--- src/rtl/add_sub_seq.sv ---
// ---------------------------------------------------------------------------
// add_sub_seq
//   Digit-serial two's-complement adder/subtractor. An operation is accepted
//   through a valid/ready handshake. The block then adds one DIGIT-wide slice
//   per cycle, LSB first, and presents the result with carry, signed-overflow
//   and zero flags. It holds them until the consumer takes them. If sat is
//   set, a signed overflow clamps the result to the most positive or most
//   negative value.
//
//   Parameters
//     WIDTH      operand/result width in bits (>= 2)
//     DIGIT      bits added per cycle; WIDTH must be a multiple of DIGIT
//     NUM_DIGITS derived digit count, leave at its default
//
//   Ports
//     clk        rising-edge clock
//     rst        synchronous active-high reset
//     in_valid   operands and mode are valid
//     in_ready   block can accept an operation (IDLE and not in reset)
//     a, b       operands
//     sub        0: a+b, 1: a-b
//     sat        clamp the result on signed overflow
//     out_valid  result and flags are valid
//     out_ready  consumer accepts the result
//     result     sum/difference (saturated if requested)
//     carry      carry out of the MSB; for subtraction 1 means no borrow
//     overflow   signed overflow of the unsaturated result
//     zero       final result equals zero
// ---------------------------------------------------------------------------
module add_sub_seq #(
  parameter int WIDTH      = 16,
  parameter int DIGIT      = 4,
  parameter int NUM_DIGITS = WIDTH / DIGIT
) (
  input  logic             clk,
  input  logic             rst,
  input  logic             in_valid,
  output logic             in_ready,
  input  logic [WIDTH-1:0] a,
  input  logic [WIDTH-1:0] b,
  input  logic             sub,
  input  logic             sat,
  output logic             out_valid,
  input  logic             out_ready,
  output logic [WIDTH-1:0] result,
  output logic             carry,
  output logic             overflow,
  output logic             zero
);

  localparam int CNT_W = (NUM_DIGITS > 1) ? $clog2(NUM_DIGITS) : 1;

  typedef enum logic [1:0] {IDLE, BUSY, DONE} state_t;

  state_t state, state_n;

  // Operation captured on the accept edge. d_q already holds B inverted for
  // subtraction, so the datapath is always a plain add with carry-in.
  logic [WIDTH-1:0] a_q;
  logic [WIDTH-1:0] d_q;
  logic             c_q;
  logic             sat_q;
  logic             a_msb_q;
  logic             d_msb_q;
  logic [CNT_W-1:0] cnt_q;

  logic             accept;
  logic             last_digit;
  logic [DIGIT-1:0] a_dig;
  logic [DIGIT-1:0] d_dig;
  logic [DIGIT:0]   digit_sum;
  logic [WIDTH-1:0] raw_full;
  logic             ovf_n;
  logic [WIDTH-1:0] final_val;

  assign in_ready   = (state == IDLE) & ~rst;
  assign out_valid  = (state == DONE) & ~rst;
  assign accept     = in_valid & in_ready;
  assign last_digit = (cnt_q == CNT_W'(NUM_DIGITS - 1));

  // Digit datapath. raw_full is the current result register with the digit
  // being added this cycle merged in. On the last digit it is the complete
  // unsaturated sum, which is what the overflow rule needs.
  always_comb begin
    // NOTE: every variable gets a default before any conditional assignment
    // so that no path leaves a value held, which would infer a latch.
    a_dig    = '0;
    d_dig    = '0;
    raw_full = result;
    for (int k = 0; k < NUM_DIGITS; k++) begin
      if (cnt_q == CNT_W'(k)) begin
        a_dig = a_q[k*DIGIT +: DIGIT];
        d_dig = d_q[k*DIGIT +: DIGIT];
      end
    end
    digit_sum = {1'b0, a_dig} + {1'b0, d_dig} + {{DIGIT{1'b0}}, c_q};
    for (int k = 0; k < NUM_DIGITS; k++) begin
      if (cnt_q == CNT_W'(k)) begin
        raw_full[k*DIGIT +: DIGIT] = digit_sum[DIGIT-1:0];
      end
    end
    // Two same-sign addends that give an opposite-sign sum have overflowed.
    ovf_n = (a_msb_q == d_msb_q) & (raw_full[WIDTH-1] != a_msb_q);
    if (sat_q && ovf_n) begin
      final_val = a_msb_q ? {1'b1, {(WIDTH-1){1'b0}}} : {1'b0, {(WIDTH-1){1'b1}}};
    end else begin
      final_val = raw_full;
    end
  end

  // State register
  always_ff @(posedge clk) begin
    // NOTE: sequential state always uses non-blocking assignments, so every
    // register samples its pre-edge inputs regardless of block ordering.
    if (rst) state <= IDLE;
    else     state <= state_n;
  end

  // Next-state logic
  always_comb begin
    state_n = state;
    case (state)
      IDLE:    if (accept)     state_n = BUSY;
      BUSY:    if (last_digit) state_n = DONE;
      DONE:    if (out_ready)  state_n = IDLE;
      default:                 state_n = IDLE;
    endcase
  end

  // Operand capture, digit iteration and result/flag registers
  always_ff @(posedge clk) begin
    if (rst) begin
      a_q      <= '0;
      d_q      <= '0;
      c_q      <= 1'b0;
      sat_q    <= 1'b0;
      a_msb_q  <= 1'b0;
      d_msb_q  <= 1'b0;
      cnt_q    <= '0;
      result   <= '0;
      carry    <= 1'b0;
      overflow <= 1'b0;
      zero     <= 1'b0;
    end else begin
      case (state)
        IDLE: begin
          if (accept) begin
            a_q     <= a;
            d_q     <= b ^ {WIDTH{sub}};
            c_q     <= sub;
            sat_q   <= sat;
            a_msb_q <= a[WIDTH-1];
            d_msb_q <= b[WIDTH-1] ^ sub;
            cnt_q   <= '0;
          end
        end
        BUSY: begin
          c_q <= digit_sum[DIGIT];
          if (last_digit) begin
            cnt_q    <= '0;
            result   <= final_val;
            carry    <= digit_sum[DIGIT];
            overflow <= ovf_n;
            zero     <= (final_val == '0);
          end else begin
            cnt_q  <= cnt_q + 1'b1;
            result <= raw_full;
          end
        end
        default: ;
      endcase
    end
  end

endmodule

--- config.mk ---
export PLATFORM = sky130hd
export DESIGN_NAME = add_sub_seq
export DESIGN_NICKNAME = d
export VERILOG_FILES = /design/src/rtl/add_sub_seq.sv
export SDC_FILE = /design/constraint.sdc
export NUM_CORES = 1
export LEC_CHECK = 0
export ABC_AREA = 1
export ABC_CLOCK_PERIOD_IN_PS = 7700
export CAP_MARGIN = 10
export CORE_MARGIN = 3
export CORE_UTILIZATION = 55
export CTS_CLUSTER_DIAMETER = 30
export DETAILED_ROUTE_END_ITERATION = 8
export GPL_TIMING_DRIVEN = 0
export PLACE_DENSITY = 0.86
export SYNTH_ARGS = -nofsm -noshare
export SYNTH_HDL_FRONTEND = slang
export SYNTH_SLANG_ARGS = --single-unit
--- constraint.sdc ---
create_clock -name clk -period 7.7 [get_ports clk]
set_input_delay 1.54 -clock clk [delete_from_list [all_inputs] [get_ports clk]]
set_output_delay 1.54 -clock clk [all_outputs]
set_load 0.05 [all_outputs]
==> impl_metrics.json <==
{
  "cts_buffers": 9,
  "chipHeight_um": 81.52,
  "pre_cts_ws_ps": 2852,
  "drt-wirelength-per-cell_um": 16.07,
  "root_buffer": "clkbuf_8",
  "period_needed_ps": 4848,
  "num_vias": 3414,
  "synth_xor_area_share_pct": 4.467,
  "ys_types": 31,
  "fp.coreArea_um2": 5303,
  "fmax_ghz": 0.2063,
  "layoutNonFillerInstCount": 588,
  "num_rows": 26,
  "cts.sinks": 57,
  "ctsLongestPathBuffers": 2,
  "grt_max_degree": 11,
  "diodes": 0,
  "arrival_ps": 3310,
  "viasPerCell": 5.806,
  "setup_viol": 0,
  "slew_headroom_pct": 60.22,
  "status": "completed",
  "seq_area_um2": 1141,
  "synthSimpleGateAreaFrac_pct": 21.50,
  "yosysSeqAreaShare_pct": 36.38,
  "yosys_warnings": 0,
  "synthMuxAreaShare_pct": 0,
  "drtPass1Iterations": 5,
  "remaining_drc_errors": 0,
  "place_inst": 572,
  "synth_compound_area_share_pct": 24.25,
  "ios": 59,
  "place_hpwl_um": 6851,
  "cap_violations": 0,
  "drt-initial-drc-count": 285,
  "fin_hold_ws_ps": 463.6,
  "fillers": 443,
  "end_kind": "output port",
  "worst_pin_slew_ps": 596.8,
  "tns_ps": 0,
  "grt_pass1_vias": 3140,
  "syn_inst": 447,
  "holdBufCountCts": 0,
  "p_per_area_nw_per_um2": 181.4,
  "vdd_drop_max_mv": 0.1437,
  "antenna_left": 0,
  "htree_levels": 3,
  "avgSynthCellArea_um2": 7.017,
  "setup_slack_ps": 2852,
  "wirelength_um": 9447,
  "synthAdderAreaFrac_pct": 4.069,
  "die_area_um2": 6646,
  "syn_to_final_growth_pct": 25.89,
  "drv_slew": 0,
  "path_class": "in2out",
  "netlist_area_um2": 3137,
  "power.leakage_nw": 1.578,
  "antenna_found_initial": 0,
  "hold_viol": 0,
  "grt_use_total_pct": 30.11,
  "gp_congestion": 0.9925,
  "nNetsFinal": 560,
  "die_x_um": 81.52,
  "grt_pass1_wl_um": 15120,
  "cts_setup_buffers": 0,
  "synth_top_family_by_area": "compound AO/OA/AOI/OAI gates",
  "power_mw": 0.7165,
  "ys_seq_elements": 57,
  "start_util_pct": 59.16,
  "cts_tree": "built",
  "cp-start-kind": "primary input",
  "cp_max_fo": 10,
  "io_buffers": 55,
  "skew_ps": 6.745,
  "path_clk_slew_ps": 60,
  "synth_nets": 494,
  "post-route-period-util_pct": 62.97,
  "rsz0062_at_grt": "no",
  "hold_path.class": "reg2reg",
  "final_layout_size_suffix_gt1_share_pct": 7.722,
  "multi_input_area_um2": 1703,
  "critical_path_required_ps": 6160,
  "globalRoute.totalOverflow": 0,
  "clkLatencyLatePin_ps": 340,
  "ctsResizeCount": 0
}
[final timing paths]
path | depth (start not counted) | slack, ps | endpoint | from
worst min-delay path | 2 | 460 | d_q[6]$_SDFFE_PP0P_ | d_q[6]$_SDFFE_PP0P_
worst max-delay path | 5 | 2850 | in_ready | rst
worst max register to register | 20 | 3730 | zero$_SDFFE_PP0P_ | cnt_q[1]$_SDFFE_PP0P_
worst min register to register | 2 | 460 | d_q[6]$_SDFFE_PP0P_ | d_q[6]$_SDFFE_PP0P_
[placed cells by master (no fill, tap or decap), types with 2 or more instances in the layout]
| master | n |
|---|---|
| nand2_1 | 83 |
| a21oi_1 | 57 |
| dfxtp_1 | 57 |
| clkdlybuf4s50_1 | 55 |
| o21ai_0 | 44 |
| inv_1 | 40 |
| nand3_1 | 39 |
| clkbuf_1 | 20 |
| nor2_1 | 19 |
| xor2_1 | 16 |
| clkbuf_8 | 11 |
| buf_2 | 9 |
| a22oi_1 | 9 |
| a211oi_1 | 7 |
| ha_1 | 7 |
| o21ai_1 | 6 |
| o211ai_1 | 5 |
| inv_2 | 4 |
| o22ai_1 | 4 |
| nand2_2 | 4 |
| nor2_2 | 3 |
| nand3_2 | 3 |
| clkinv_2 | 3 |
| nor3_1 | 2 |
| fa_1 | 2 |
[sequential cells by signal, summed over array words and instances (netlist names)]
signal and count:
a_q 16, d_q 16, result 16, cnt_q 2, state 2, c_q 1, carry 1, overflow 1
sat_q 1, zero 1
[final cells by class]
class                           count  area share (%)
Inverter                           45           4.278
Tap cell                           70           2.218
Timing Repair Buffer               55           13.94
Buffer                             28           3.137
Sequential cell                    57           28.90
Clock buffer                       13           4.024
Multi-Input combinational cell    317           43.12
Clock inverter                      3          0.3802
[where the power goes]
group	leakage [nW]	switching [mW]	total (mW)	internal (mW)
Combinational	1.02	0.0906	0.147	0.0564
Sequential	0.464	0.00790	0.316	0.309
Clock	0.0932	0.120	0.253	0.133
Total	1.58	0.219	0.716	0.498
[kinds of logic after synthesis]
kind of cell             count (synthesis)
AO/OA/AOI/OAI                          137
AND/OR/NAND/NOR                        155
buffers and inverters                   73
flip-flops                              57
adder cells (fa/ha/maj)                  9
XOR/XNOR                                16
[metrics by stage]
| step | utilization (%) | instance area, um^2 |
|---|---|---|
| after floorplan | - | 3137 |
| after global placement | 71.19 | 3775 |
| after detailed placement | 71.19 | 3775 |
| after CTS | 74.47 | 3949 |
| after global routing | 74.47 | 3949 |
| final | 74.47 | 3949 |
[cell usage after synthesis (all sizes together)]
cell,number,share of area (%)
ha,7,2.8
a21oi,57,9.1
a22oi,9,2.2
clkbuf,18,2.2
clkinv,1,0.12
o211ai,5,1.2
inv,44,5.3
nand2,87,11
a211oi,7,1.7
buf,10,1.8
o211a,1,0.32
a21boi,1,0.24
xor2,16,4.5
o22ai,4,0.80
nor2,22,2.9
dfxtp,57,36
or2,2,0.40
nor3,2,0.32
o21ai,51,8.3
o21bai,1,0.24
nand3,42,7.2
fa,2,1.3
o41ai,1,0.28
[layer usage]
| layer | routed length (um) | global-route usage [%] | vias to the layer above |
|---|---|---|---|
| met3 | 880 | 6.031 | 20 |
| met1 | 4177 | 42.48 | 1587 |
| met4 | 168 | 10.47 | 0 |
| met2 | 4221 | 45.60 | 176 |
| li1 | - | - | 1631 |
| met5 | 0 | 0 | - |
[critical path, stage by stage]
cell	delay, ps
buf_2	170
nor3_1	260
buf_2	270
buf_2	240
clkdlybuf4s50_1	830
(Power assumes the default switching activity.)
